--- src/rtl/acc_exec_stage.sv ---
// Execute stage of the accumulator processor: takes one staged instruction per
// handshake, fetches its operand from scratch memory, updates ACC/flags and the PC.
module acc_exec_stage #(
  parameter int DATA_W    = 8,
  parameter int ADDR_W    = 8,
  parameter int MEM_DEPTH = 16
) (
  input  logic              clk,
  input  logic              reset,
  input  logic              instr_valid,
  output logic              instr_ready,
  input  logic [4:0]        instr_op,
  input  logic [2:0]        instr_mode,
  input  logic [DATA_W-1:0] instr_data,
  input  logic [ADDR_W-1:0] instr_pc,
  input  logic              int_req,
  input  logic [ADDR_W-1:0] int_vector,
  output logic [DATA_W-1:0] acc_out,
  output logic              cout,
  output logic              zero,
  output logic              ovf,
  output logic [ADDR_W-1:0] next_pc,
  output logic              done,
  output logic              int_ack,
  output logic [ADDR_W-1:0] ret_pc,
  output logic              illegal,
  output logic [2:0]        dbgState
);

  localparam int IW = (MEM_DEPTH > 1) ? $clog2(MEM_DEPTH) : 1;

  localparam logic [4:0] OpNop = 5'b00000;
  localparam logic [4:0] OpLda = 5'b01000;
  localparam logic [4:0] OpSta = 5'b01001;
  localparam logic [4:0] OpAdd = 5'b11000;
  localparam logic [4:0] OpSub = 5'b11001;
  localparam logic [4:0] OpAnd = 5'b11010;
  localparam logic [4:0] OpOr  = 5'b11011;
  localparam logic [4:0] OpXor = 5'b11100;
  localparam logic [4:0] OpJmp = 5'b11101;
  localparam logic [4:0] OpJz  = 5'b11110;
  localparam logic [4:0] OpJc  = 5'b11111;

  typedef enum logic [2:0] {
    Idle   = 3'd0,
    Fetch1 = 3'd1,
    Fetch2 = 3'd2,
    Exec   = 3'd3,
    Done   = 3'd4
  } state_t;

  state_t state, stateNext;

  logic [4:0]        opReg;
  logic [2:0]        modeReg;
  logic [DATA_W-1:0] dataReg;
  logic [ADDR_W-1:0] pcReg;
  logic [DATA_W-1:0] fetchReg;
  logic              illegalReg;
  logic              intTaken;

  logic [DATA_W-1:0] accReg;
  logic              coutReg, zeroReg, ovfReg;
  logic [ADDR_W-1:0] nextPcReg, retPcReg;

  logic [DATA_W-1:0] mem [MEM_DEPTH];

  logic              accept;
  logic              useFetch;
  logic [IW-1:0]     memIdx;
  logic [DATA_W-1:0] opnd;
  logic [DATA_W:0]   addSum, subSum;
  logic [ADDR_W-1:0] pcSeq, jumpTarget;

  logic [DATA_W-1:0] accNext;
  logic              coutNext, zeroNext, ovfNext;
  logic [ADDR_W-1:0] pcNext;
  logic              memWe, writesAcc;

  function automatic logic isLegalOp(input logic [4:0] op);
    case (op)
      OpNop, OpLda, OpSta, OpAdd, OpSub, OpAnd,
      OpOr, OpXor, OpJmp, OpJz, OpJc: return 1'b1;
      default:                        return 1'b0;
    endcase
  endfunction

  // Handshake: an instruction transfers on a rising edge where instr_valid and
  // instr_ready are both high; instr_ready is high only in Idle, so valid seen
  // while busy is simply not consumed and inputs are sampled only at transfer.
  assign accept = instr_valid && instr_ready;

  // Mode 2 on STA only changes the path length; the store index stays direct.
  assign useFetch   = (modeReg == 3'd1) || (modeReg == 3'd2);
  assign memIdx     = dataReg[IW-1:0];
  assign opnd       = useFetch ? fetchReg : dataReg;
  assign addSum     = {1'b0, accReg} + {1'b0, opnd};
  assign subSum     = {1'b0, accReg} + {1'b0, ~opnd} + {{DATA_W{1'b0}}, 1'b1};
  assign pcSeq      = pcReg + {{(ADDR_W-1){1'b0}}, 1'b1};
  assign jumpTarget = ADDR_W'(opnd);

  // State register
  always_ff @(posedge clk) begin
    if (reset) state <= Idle;
    else       state <= stateNext;
  end

  // Next-state logic
  always_comb begin
    stateNext = state;
    case (state)
      Idle: begin
        if (instr_valid) begin
          if ((instr_mode == 3'd1) || (instr_mode == 3'd2)) stateNext = Fetch1;
          else                                              stateNext = Exec;
        end
      end
      Fetch1:  stateNext = (modeReg == 3'd2) ? Fetch2 : Exec;
      Fetch2:  stateNext = Exec;
      Exec:    stateNext = Done;
      Done:    stateNext = Idle;
      default: stateNext = Idle;
    endcase
  end

  // Output logic
  always_comb begin
    instr_ready = (state == Idle);
    done        = (state == Done);
    int_ack     = (state == Done) && intTaken;
    illegal     = (state == Done) && illegalReg;
    dbgState    = state;
  end

  // Execute results; the jump conditions use the flags as they were before this op.
  always_comb begin
    accNext   = accReg;
    coutNext  = coutReg;
    zeroNext  = zeroReg;
    ovfNext   = ovfReg;
    pcNext    = pcSeq;
    memWe     = 1'b0;
    writesAcc = 1'b0;
    case (opReg)
      OpLda: begin
        accNext   = opnd;
        writesAcc = 1'b1;
      end
      OpSta: memWe = 1'b1;
      OpAdd: begin
        accNext   = addSum[DATA_W-1:0];
        coutNext  = addSum[DATA_W];
        ovfNext   = (accReg[DATA_W-1] == opnd[DATA_W-1]) &&
                    (addSum[DATA_W-1] != accReg[DATA_W-1]);
        writesAcc = 1'b1;
      end
      OpSub: begin
        accNext   = subSum[DATA_W-1:0];
        coutNext  = subSum[DATA_W];
        ovfNext   = (accReg[DATA_W-1] != opnd[DATA_W-1]) &&
                    (subSum[DATA_W-1] != accReg[DATA_W-1]);
        writesAcc = 1'b1;
      end
      OpAnd, OpOr, OpXor: begin
        if (opReg == OpAnd)     accNext = accReg & opnd;
        else if (opReg == OpOr) accNext = accReg | opnd;
        else                    accNext = accReg ^ opnd;
        coutNext  = 1'b0;
        ovfNext   = 1'b0;
        writesAcc = 1'b1;
      end
      OpJmp: pcNext = jumpTarget;
      OpJz:  if (zeroReg) pcNext = jumpTarget;
      OpJc:  if (coutReg) pcNext = jumpTarget;
      default: ;
    endcase
    if (writesAcc) zeroNext = (accNext == '0);
  end

  // Datapath and scratch memory
  always_ff @(posedge clk) begin
    if (reset) begin
      opReg      <= '0;
      modeReg    <= '0;
      dataReg    <= '0;
      pcReg      <= '0;
      fetchReg   <= '0;
      illegalReg <= 1'b0;
      intTaken   <= 1'b0;
      accReg     <= '0;
      coutReg    <= 1'b0;
      zeroReg    <= 1'b0;
      ovfReg     <= 1'b0;
      nextPcReg  <= '0;
      retPcReg   <= '0;
      for (int i = 0; i < MEM_DEPTH; i++) mem[i] <= '0;
    end else begin
      if (accept) begin
        opReg      <= instr_op;
        modeReg    <= instr_mode;
        dataReg    <= instr_data;
        pcReg      <= instr_pc;
        illegalReg <= !isLegalOp(instr_op) || (instr_mode > 3'd2);
      end
      if (state == Fetch1) fetchReg <= mem[memIdx];
      if (state == Fetch2) fetchReg <= mem[fetchReg[IW-1:0]];
      if (state == Exec) begin
        accReg  <= accNext;
        coutReg <= coutNext;
        zeroReg <= zeroNext;
        ovfReg  <= ovfNext;
        if (memWe) mem[memIdx] <= accReg;
        if (int_req) begin
          nextPcReg <= int_vector;
          retPcReg  <= pcNext;
          intTaken  <= 1'b1;
        end else begin
          nextPcReg <= pcNext;
          intTaken  <= 1'b0;
        end
      end
    end
  end

  assign acc_out = accReg;
  assign cout    = coutReg;
  assign zero    = zeroReg;
  assign ovf     = ovfReg;
  assign next_pc = nextPcReg;
  assign ret_pc  = retPcReg;

endmodule

--- config.mk ---
export PLATFORM = sky130hd
export DESIGN_NAME = acc_exec_stage
export DESIGN_NICKNAME = d
export VERILOG_FILES = /design/src/rtl/acc_exec_stage.sv
export SDC_FILE = /design/constraint.sdc
export NUM_CORES = 1
export LEC_CHECK = 0
export CORE_MARGIN = 2
export CORE_UTILIZATION = 45
export CTS_CLUSTER_SIZE = 28
export DETAILED_ROUTE_END_ITERATION = 12
export PLACE_DENSITY_LB_ADDON = 0.1
export SETUP_SLACK_MARGIN = 0.1
export SLEW_MARGIN = 20
export SYNTH_ARGS = -nofsm -noshare
export SYNTH_HDL_FRONTEND = slang
export SYNTH_SLANG_ARGS = --single-unit
export TNS_END_PERCENT = 10
--- constraint.sdc ---
create_clock -name clk -period 5.51 [get_ports clk]
set_input_delay 1.102 -clock clk [delete_from_list [all_inputs] [get_ports clk]]
set_output_delay 1.102 -clock clk [all_outputs]
set_load 0.005 [all_outputs]
* Yosys cells after proc, flatten, opt, wreduce, memory -nomap -nowiden *
Memories as Yosys holds them, arrays and structs flattened. A register that Yosys moved wholly into a read port is not among the register bits.
Cells that the tools add are included.

word-level totals
  register bits after elaboration = 64
  bits in latches = 0
  memory bits (writable) = 128
  ROM bits = 32
  bits of input ports = 36
  output and inout bits = 34
  memories kept = 2

memories
  memory            depth  bits a word  rd ports  clocked after memory_dff  wr ports  RTL line  RTL
  mem               16     8            2         2                         16        66        logic [DATA_W-1:0] mem [MEM_DEPTH];
  (name not given)  32     1            1         0                         0         81        case (op)

operators by class
  add/sub/neg operators = 4
  $mul = 0
  div/mod/pow operators = 0
  order comparisons = 1
  eq/ne operators = 23
  shift operators = 0
  mux-type cells = 34
  bitwise operators = 4
  reductions and logical operators = 19

operators by type and width
  operator                                       number
  two-way mux 8 bit                              9
  == test 5 bit, second input constant           8
  one-hot mux 8 bit (4 select lines)             1
  one-hot mux 8 bit (3 select lines)             1
  two-way mux 4 bit                              5
  adder 8 x 8 -> 9 bit                           2
  two-way mux 1 bit                              13
  == test 3 x 2 -> 1 bit, second input constant  4
  one-hot mux 3 bit (4 select lines)             1
  == test 5 x 4 -> 1 bit, second input constant  2
  adder 9 x 1 -> 9 bit, second input constant    1
  == test 3 x 1 -> 1 bit, second input constant  3
  adder 8 x 1 -> 8 bit, second input constant    1
  AND 8 bit                                      1
  logical NOT 8 bit                              1
  inverter 8 bit                                 1
  bitwise OR 8 bit                               1
  OR reduction 8 bit                             1
  bitwise XOR 8 bit                              1
  one-hot mux 1 bit (3 select lines)             2
  AND reduction 2 bit                            3
  OR reduction 6 bit                             1
  logical AND 1 bit                              5
  == test 3 bit, second input constant           1
  other kinds (12)                               16

* Longest topological paths before layout *
Gate-level depths: netlist of the first run.

  word-level depth = 9
  depth in mapped cells = 14
  gate-level depth less buffers = 14

* Least setup slack after synthesis of the first run *
No wires, ideal clock.

  path type = reg2reg
  from = register modeReg[0]
  to = register zeroReg (netlist: zero)
  setup time = 0.059 ns
  arrival = 3.164 ns
  setup slack = 2.287 ns
  stages on the path, launching flop included = 14
  clock period less this slack = 3.223 ns
  cell sequence = dfxtp_1 > xnor2_1 > nor2_2 > mux2i_1 > inv_1 > ha_1 > fa_1 > mux2_2 > a32o_1 > a221oi_2 > and4b_1 > nand4bb_1 > nor4_2 > a31o_1

on the way
  longest elaborated chain between the ends = 8

ends and longest elaborated chain
  item                                                                     RTL line  RTL
  start, declared                                                          55        logic [2:0] modeReg;
  start signal, assigned                                                   200       modeReg <= instr_mode;
  == test 3 x 1 -> 1 bit / == test 3 x 2 -> 1 bit (equally long branches)  94        assign useFetch = (modeReg == 3'd1) || (modeReg == 3'd2);
  logical OR 1 bit *                                                       94
  two-way mux 8 bit *                                                      96        assign opnd = useFetch ? fetchReg : dataReg;
  inverter 8 bit, or another cell as far along                             98        assign subSum = {1'b0, accReg} + {1'b0, ~opnd} + {{DATA_W{1'b0}}, 1'b1};
  adder 8 x 8 -> 9 bit / two-way mux 8 bit (equally long branches)         98, 166
  adder 9 x 1 -> 9 bit / two-way mux 8 bit (equally long branches)         98, 165
  one-hot mux 8 bit (4 select lines) *                                     144       case (opReg)
  logical NOT 8 bit *                                                      177       if (writesAcc) zeroNext = (accNext == '0);
  end signal, assigned                                                     210       zeroReg <= zeroNext;
  end, declared                                                            63        logic coutReg, zeroReg, ovfReg;

Every way passes the cells marked *; elsewhere a longest branch is shown, timed or not.
A chain may end at the register's enable or synchronous reset.

* Worst setup path after layout of the first run *
Ends and elaborated chain as after synthesis.

==> results.yml, run 1 <==
run_status:
  status: "finished clean"
power:
  p_sw_share_pct: 29.6
  p_sw_mw: 1.13
  cellPowerDensity_nw_per_um2: 302
  leakage_nw: 4.22
  vdd_drop_max_mv: 0.204
  p_int_mw: 2.69
  p_seq_share_pct: 46.5
  pwr-share-comb_pct: 19.4
  pwr-share-clk_pct: 34.0
run:
  maxCapViolCount: 0
routing:
  vias: 8346
  dr.pass1.iters: 5
  wirelength_met1_mm: 14.4
  wl_met3_mm: 2.59
  drcViolationCount: 0
  met2_length_mm: 14.7
  drtIter0Drc: 732
  wl_per_cell_um: 23.8
  vias_per_cell: 6.21
  ant_nets: 0
  drt-total-wl_mm: 32.0
  top_layer: "met4"
clock_tree:
  hold_buffers: 0
  postCtsSetupBuffers: 0
  cts.clk_slew.worst_paths_ns: 0.08
  h-tree-depth: 4
  clk_latency_ns: 0.44
  cts.sinks: 200
  root_buffer: "clkbuf_16"
  cts_buffer_depth: 2
  postCtsResizedCells: 0
  cts_buffers: 17
  tritoncts: "yes"
floorplan:
  die_w_um: 162
  core_um2: 24400
  die_height_um: 162
  rows: 57
  dieArea_um2: 26100
  initial_core_util_pct: 45.9
  io_pins: 70
yosys:
  netlist_area_um2: 11200
  syn-num-nets: 1058
  synth_seq_area_share_pct: 47.2
  ys_types: 77
  ys.flop_type: "edfxtp_1"
  synth_edf_count: 128
  syn_avg_cell_area_um2: 11.2
  postSynthCellCount: 996
  ys.warnings.count: 0
  synthArstFlopShare_pct: 0
  synth-seq-cells: 200
timing:
  report.final.slew_viol_count: 0
  hold-worst-slack_ns: 0.456
  finClkSkew_ns: 0.0121
  rsz0062_at_grt: "false"
  hold_viol: 0
  fmax_mhz: 263
  setup-tns-final_ns: 0
  min_period_ns: 3.81
  finalCritPeriodShare_pct: 69.1
  setup_viol: 0
  worst_slew_pin_slew_ns: 1.10
  max_slew_margin_pct: 26.5
worst_hold_path:
  hold_path.class: "register to register"
global_routing:
  track_usage_pct: 24.9
  antenna_found_initial: 0
  grt_pass1_wl_mm: 48.8
  grt_start_max_net_pins: 82
  grt_overflow: 0
  grt_pass1_vias: 7950
worst_setup_path:
  max_stage_delay_ns: 0.52
  r2r_end: "zero"
  critical_path_class: "register to register"
  required_ns: 5.90
  critPathLaunch: "modeReg[0]"
  reg2reg_slack_ns: 1.70
  r2r_cells: 13
  path_cells: "xnor2_1 > nor2_2 > mux2i_1 > inv_1 > ha_1 > fa_1 > mux2_2 > a32o_1 > a221oi_2 > and4b_1 > nand4bb_1 > nor4_2 > a31o_1"
  r2r-start: "modeReg[0]"
  cp_slowest_cell: "mux2i_1"
  crit_end: "zero"
  start_kind: "register"
  cp_max_fo: 8
  worstSetupEndpointType: "register"
  cp.arrival_ns: 4.20
final_layout:
  design_area_um2: 12700
  fill_cells: 2211
  fin_cells: 1345
  layout.nets: 1070
  area_delta_synth_final_pct: 13.2
  final_common_cell: "edfxtp_1"
  insertedDiodeCount: 0
  mostFrequentLayoutCells: "edfxtp_1 (128), nor3_1 (97), nand2_1 (91)"
  drive_gt1_share_pct: 16.1
place:
  dp_cells: 1313
  gp_congestion: 0.872
  place_area_um2: 12100
  dpl.hpwl_mm: 21.2
  io_buffers: 69
-- final cells by class --
type                       count  area, um^2  area share, %
multi-input combinational    676        5440           43.0
sequential                   200        5290           41.8
timing repair buffer          87         821           6.48
clock buffer                  20         489           3.86
tap                          324         405           3.20
clock inverter                12         119          0.939
inverter                      26        97.6          0.771
-- cells in the mapped netlist (all sizes together) (3+ instances only) --
cell type	n	area [um^2]
nor3	97	485
and3	9	56.3
and3b	3	26.3
a211oi	22	170
mux2i	26	260
edfxtp	128	3840
mux4	80	1800
nor4	32	213
o21ai	16	80.1
nor2b	5	31.3
a21o	4	30.0
nor3b	4	30.0
clkinv	7	26.3
a21oi	58	290
a31oi	6	37.5
nand3	15	75.1
or2	17	109
a311oi	4	35.0
nor2	70	265
buf	17	82.6
inv	19	71.3
nand2b	7	43.8
mux2	5	63.8
nand2	92	345
nand3b	4	42.5
ha	25	313
o211ai	3	22.5
and2	19	119
xnor2	8	70.1
o311a	3	30.0
clkbuf	77	290
dfxtp	72	1440
-- power groups by stage --
stage               registers [mW]  clock network (mW)  logic, mW
global placement              1.82                   0      0.734
floorplan                     1.74                   0      0.564
detailed placement            1.82                   0      0.737
finish                        1.78                1.30      0.744
CTS                           1.78                1.31      0.739
global route                  1.80                1.37      0.796
-- state kept, by name, summed over array words and instances, names as in the netlist, 3 cells and up, named ones only --
| register | flops |
|---|---|
| pcReg | 8 |
| acc_out | 8 |
| modeReg | 3 |
| dataReg | 8 |
| next_pc | 8 |
| opReg | 5 |
| dbgState | 3 |
| ret_pc | 8 |
| fetchReg | 8 |
| mem | 128 |
-- critical path: cells and delay by family, from the launching register on --
family / cells / cell delay [ns]
simple gates: 4 / 1.01
mux: 2 / 0.79
fa+ha+maj: 2 / 0.70
compound gates: 3 / 0.65
flops: 1 / 0.33
xor+xnor: 1 / 0.16
buf+inv: 1 / 0.13
-- logic make-up (layout without fill, tap and decap cells) --
logic type	Yosys count	in the layout	synth area share [%]
compound gates	145	145	8.56
xor+xnor	10	10	0.783
fa+ha+maj	27	27	3.06
buf+inv	120	145	4.20
flops	200	200	47.2
mux	111	111	19.0
simple gates	383	383	17.2
-- through the flow --
step | worst slack [ns] | utilization, % | power, mW
detailed placement | 1.75 | 49.4 | 2.56
floorplan | 2.29 | - | 2.30
global placement | 1.90 | 49.4 | 2.55
global route | 1.46 | 51.9 | 3.96
finish | 1.70 | 51.9 | 3.83
CTS | 1.73 | 51.9 | 3.83
-- worst min-delay path by stage --
| stage | from | to | slack, ns | cells past startpoint |
|---|---|---|---|---|
| final | ret_pc[0] | ret_pc[0] | 0.46 | 2 |
| after global routing | ret_pc[2] | ret_pc[2] | 0.48 | 2 |
| after CTS | ret_pc[0] | ret_pc[0] | 0.46 | 2 |
| after detailed placement | ret_pc[0] | ret_pc[0] | 0.45 | 2 |
| after global placement | ret_pc[2] | ret_pc[2] | 0.44 | 2 |
| after floorplan | intTaken | intTaken | 0.43 | 2 |
-- per-layer routing --
metal,global-route usage (%),vias to the layer above
met4,5.63,0
met1,37.1,4163
met5,0,-
met2,38.4,347
li1,-,3811
met3,4.52,25
Note: power is estimated with default switching activity, not from simulation.
==> run 2: changes to the inputs <==
clock period = 3.5 ns   (was 5.51 ns; I/O delays follow)
==> results.yml, run 2 (synthesized netlist as in run 1, its figures left out) <==
run_status:
  status: "finished clean"
worst_setup_path:
  critical_path_class: "register to register"
  cp_max_fo: 11
  cp.arrival_ns: 3.55
  path_cells: "xnor2_2 > nor2_4 > buf_4 > mux2i_2 > buf_4 > ha_1 > nand3_1 > nand2_1 > a221o_1 > a21o_1 > a21o_1 > a21o_1 > a21oi_2 > a211oi_1"
  crit_family: "compound AO/OA/AOI/OAI gates"
  cp_slowest_cell: "a221o_1"
  start_kind: "register"
  worst-path-buf-inv: 2
  max_stage_delay_ns: 0.40
  crit_top_cell: "a21o_1"
  worstSetupEndpointType: "register"
  required_ns: 3.79
global_routing:
  grt_pass1_vias: 8226
  grt_start_max_net_pins: 82
  grt_use_met2_pct: 39.3
  grt_util_met1_pct: 37.3
  track_usage_pct: 25.3
  grt-busiest-layer: "met2"
  grt_overflow: 0
  gr-usage-met3_pct: 4.85
  antenna_found_initial: 1
  grt_pass1_wl_mm: 50.0
place:
  gp_congestion: 0.880
  place_area_um2: 12300
  dpl.hpwl_mm: 21.6
  dp_cells: 1344
  io_buffers: 69
timing:
  fmax_mhz: 307
  rsz0062_at_grt: "true"
  min_period_ns: 3.26
  hold_viol: 0
  finalCritPeriodShare_pct: 93.1
  finClkSkew_ns: 0.0218
  max_slew_margin_pct: 31.8
  setup_viol: 0
  setup-tns-final_ns: 0
  worst_slew_pin_slew_ns: 1.02
  report.final.slew_viol_count: 0
clock_tree:
  cts_buffers: 17
  tritoncts: "yes"
  hold_buffers: 0
  cts.clk_slew.worst_paths_ns: 0.09
  cts.sinks: 200
  root_buffer: "clkbuf_16"
  h-tree-depth: 4
  clk_latency_ns: 0.44
  cts_buffer_depth: 2
final_layout:
  top_register: "mem"
  mostFrequentLayoutCells: "edfxtp_1 (128), nor3_1 (96), nand2_1 (92)"
  final_common_cell: "edfxtp_1"
  area_delta_synth_final_pct: 16.2
  drive_gt1_share_pct: 19.2
  layout.nets: 1101
  fin_cells: 1377
  design_area_um2: 13000
  utilization_pct: 53.3
  largest_reg_flops: 128
  fill_cells: 2192
routing:
  vias_per_cell: 6.18
  wl_per_cell_um: 23.4
  ant_nets: 0
  vias: 8507
  drt-total-wl_mm: 32.2
  dr.pass1.iters: 5
  drtIter0Drc: 774
  drcViolationCount: 0
floorplan:
  io_pins: 70
  core_um2: 24400
  dieArea_um2: 26100
  die_w_um: 162
  die_height_um: 162
  initial_core_util_pct: 45.9
  rows: 57
power:
  leakage_nw: 4.39
  finalPower_mw: 6.20
  vdd_drop_max_mv: 0.325
  cellPowerDensity_nw_per_um2: 477
worst_hold_path:
  hold_path.class: "register to register"
run:
  maxCapViolCount: 0
==> run 2: cell types whose count changed in the layout (fill, tap and decap cells not counted), moves of 2 or more <==
cell,delta
buf_12,+2
inv_12,+3
buf_4,+29
clkinv_8,+3
inv_6,-3
mux2i_2,+4
mux2i_1,-4
==> run 2: area by class of cell <==
cell class / instances / area [um^2] / area share (%)
antenna: 1 / 2.50 / 0.0192
clock buffer: 18 / 450 / 3.46
clock inverter: 14 / 205 / 1.58
inverter: 26 / 97.6 / 0.750
multi-input combinational: 676 / 5480 / 42.1
sequential: 200 / 5290 / 40.7
tap: 324 / 405 / 3.12
timing repair buffer: 118 / 1080 / 8.29
==> run 2: worst min-delay path: stages, from the launching register on <==
cell	delay (ns)
dfxtp_1	0.32
nand2_1	0.05
a21oi_1	0.05
==> run 2: layer usage <==
| metal | wire, um | vias up |
|---|---|---|
| met5 | 0 | - |
| met4 | 521 | 0 |
| met3 | 2320 | 38 |
| met2 | 14900 | 329 |
| met1 | 14400 | 4274 |
| li1 | - | 3866 |
==> run 2: power breakdown <==
part | internal [mW] | total (mW) | switching (mW)
logic | 0.606 | 1.27 | 0.661
clock network | 1.10 | 2.16 | 1.06
registers | 2.63 | 2.77 | 0.145
total | 4.33 | 6.20 | 1.87
==> run 2: through the flow <==
stage | setup WS, ns | hold slack [ns]
floorplan | 0.277 | 0.432
global placement | 0.288 | 0.444
detailed placement | 0.197 | 0.448
CTS | 0.171 | 0.460
global route | 0.0711 | 0.473
finish | 0.240 | 0.463
==> run 2: path summary, 6_finish.rpt <==
check / endpoint / startpoint / slack, ns / cells after the start
min reg2reg: ret_pc[4] / ret_pc[4] / 0.46 / 2
max reg2reg: acc_out[7] / modeReg[0] / 0.24 / 14
min: ret_pc[4] / ret_pc[4] / 0.46 / 2
max: acc_out[7] / modeReg[0] / 0.24 / 14
==> run 2: what timing repair did <==
item | CTS | global route
endpoints found under the setup margin | 0 | 4
endpoints found under the hold margin | 0 | 0
gates resized for setup | 0 | 9
setup buffers | 0 | 0
==> variant (flow settings as in run 1) <==
Register the output `dbgState`, cleared by the reset; this adds one clock of latency there. The other outputs are not delayed to match.
--- a/src/rtl/acc_exec_stage.sv
+++ b/src/rtl/acc_exec_stage.sv
@@ -51,2 +51,4 @@
 
+  logic [2:0] dbgState_d;
+
   state_t state, stateNext;
@@ -131,3 +133,3 @@
     illegal     = (state == Done) && illegalReg;
-    dbgState    = state;
+    dbgState_d  = state;
   end
@@ -231,2 +233,10 @@
 
+  always_ff @(posedge clk) begin
+    if (reset) begin
+      dbgState <= '0;
+    end else begin
+      dbgState <= dbgState_d;
+    end
+  end
+
 endmodule
Check against the original RTL: not equivalent (a bounded check fails within 4 cycles, from zero or initial values and one cycle with reset high).
==> variant against run 1 <==
Final area about the same; wire length up 0.67%; area after synthesis down 1.2%; highest routed layer unchanged; critical path depth unchanged; power up 2.0%; utilization up 0.34 points; sequential cell count up 3; setup slack worse by 0.077 ns.
==> variant: results (changes against run 1) <==
status - completed (unchanged)
worst vdd ir - 0.000280 V (was 0.000204 V)
number of flops mapped to enable cells by yosys - 128 (unchanged)
share of cells above drive strength 1 - 15.8% (was 16.1%)
CTS clk-pin slew, worst paths - 0.06 ns (was 0.08 ns)
Placed Instances - 1304 (was 1313)
mean post-synth cell area - 11.3 sq um (was 11.2 sq um)
Clock Tree Root - clkbuf_16 (unchanged)
met3 wire len - 2.64 mm (was 2.59 mm)
hpwl dp - 21.6 mm (was 21.2 mm)
placed standard-cell area - 0.0120 sq mm (was 0.0121 sq mm)
Leakage - 4.16 nW (was 4.22 nW)
top post-synthesis cells by count - 128 x edfxtp_1, 107 x nor3_1, 97 x nand2_1, 80 x mux4_2, 75 x dfxtp_1 (was 128 x edfxtp_1, 97 x nor3_1, 92 x nand2_1, 80 x mux4_2, 76 x clkbuf_1)
final hold vios - 0 (unchanged)
sequential area share after synthesis - 48.4% (was 47.2%)
# diodes - 0 (unchanged)
dominant cells by area after synthesis - edfxtp_1 35%, mux4_2 16%, dfxtp_1 14%, nor3_1 4.8%, nand2_1 3.3% (was edfxtp_1 34%, mux4_2 16%, dfxtp_1 13%, nor3_1 4.3%, nand2_1 3.1%)
M1 wire length - 14.2 mm (was 14.4 mm)
CP Data Arrival Time - 4.30 ns (was 4.20 ns)
CTS resizes - 0 (unchanged)
Ys Warns - 0 (unchanged)
pre-CTS setup slack - 1.70 ns (was 1.75 ns)
Synth cell types - 69 (was 77)
worst hold path type - reg -> reg (unchanged)
vias in the first global route - 7927 (was 7950)
syn_nets - 1036 (was 1058)
DR top layer - met4 (unchanged)
worst-path maximum fanout - 7 (was 8)
later-pin clock latency in the skew report - 0.50 ns (was 0.44 ns)
I/O Buffers - 69 (unchanged)
ys async rst share - 0% (unchanged)
Starting DRT DRC Count - 936 (was 732)
Via density - 6.22 (was 6.21)
max FFs per register - 128 (unchanged)
# Post-CTS Setup Buffers - 0 (unchanged)
Post-layout nets - 1067 (was 1070)
Num CTS Buffers - 23 (was 17)
initial antenna violation count - 0 (unchanged)
metal2 WL - 14.4 mm (was 14.7 mm)
first-pass GRT wire length - 48.9 mm (was 48.8 mm)
CTS max path bufs - 3 (was 2)
Slew HR - 24.8% (was 26.5%)
final wirelength - 32.2 mm (was 32.0 mm)
Biggest register - mem (unchanged)
Placer Congestion - 0.902 (was 0.872)
clk_skew - 0.00793 ns (was 0.0121 ns)
H-tree depth - 1 (was 4)
largest net degree at the start of global routing - 61 (was 82)
GR Util All Layers - 25.0% (was 24.9%)
routed len/inst - 23.9 um (was 23.8 um)
drt pass-1 iters - 8 (was 5)
==> variant: per-layer routing <==
| layer | track usage, % | vias to the layer above |
|---|---|---|
| met2 | 37.8 | 366 |
| met3 | 4.67 | 59 |
| met5 | 0 | - |
| li1 | - | 3783 |
| met4 | 7.02 | 0 |
| met1 | 37.1 | 4157 |
==> variant: cell type report <==
| class | instances | area, sq um |
|---|---|---|
| fillers | 2199 | 11600 |
| flip-flops and latches | 203 | 5350 |
| well taps | 324 | 405 |
| clock buffers | 29 | 608 |
| clock inverters | 12 | 53.8 |
| multi-input cells | 651 | 5240 |
| repair buffers | 99 | 911 |
| inverters | 27 | 101 |
==> variant: worst paths after layout <==
kind	slack [ns]	cells past startpoint	from	end
min	0.45	2	ret_pc[4]	ret_pc[4]
max	1.63	13	modeReg[0]	zero
max reg2reg	1.63	13	modeReg[0]	zero
min reg2reg	0.45	2	ret_pc[4]	ret_pc[4]
==> variant: cells by family (layout without fill, tap and decap cells) <==
kind of cell               after synthesis  after routing  synth area share, %
AOI/OAI and AO/OA                      163            163                 9.35
xor gates and xnor gates                15             15                 1.19
adders and majority gates               26             26                 3.01
buffers and inverters                  120            167                 4.28
DFF                                    203            203                 48.4
muxes                                  110            110                 19.1
and+or+nand+nor                        337            337                 14.7
==> variant: power breakdown <==
group | switching, mW | internal, mW
sequential | 0.0906 | 1.69
combinational | 0.402 | 0.352
clock | 0.588 | 0.776
total | 1.08 | 2.82
==> variant: worst max-delay path: stages (launching register included) <==
cell	delay, ns
dfxtp_1	0.40
xnor2_1	0.12
nor2_2	0.37
mux2i_1	0.45
inv_1	0.12
ha_1	0.25
fa_1	0.39
and3_1	0.19
a211oi_1	0.40
o21ai_0	0.24
xnor2_1	0.18
nor2_1	0.07
or3b_1	0.37
o31ai_2	0.24
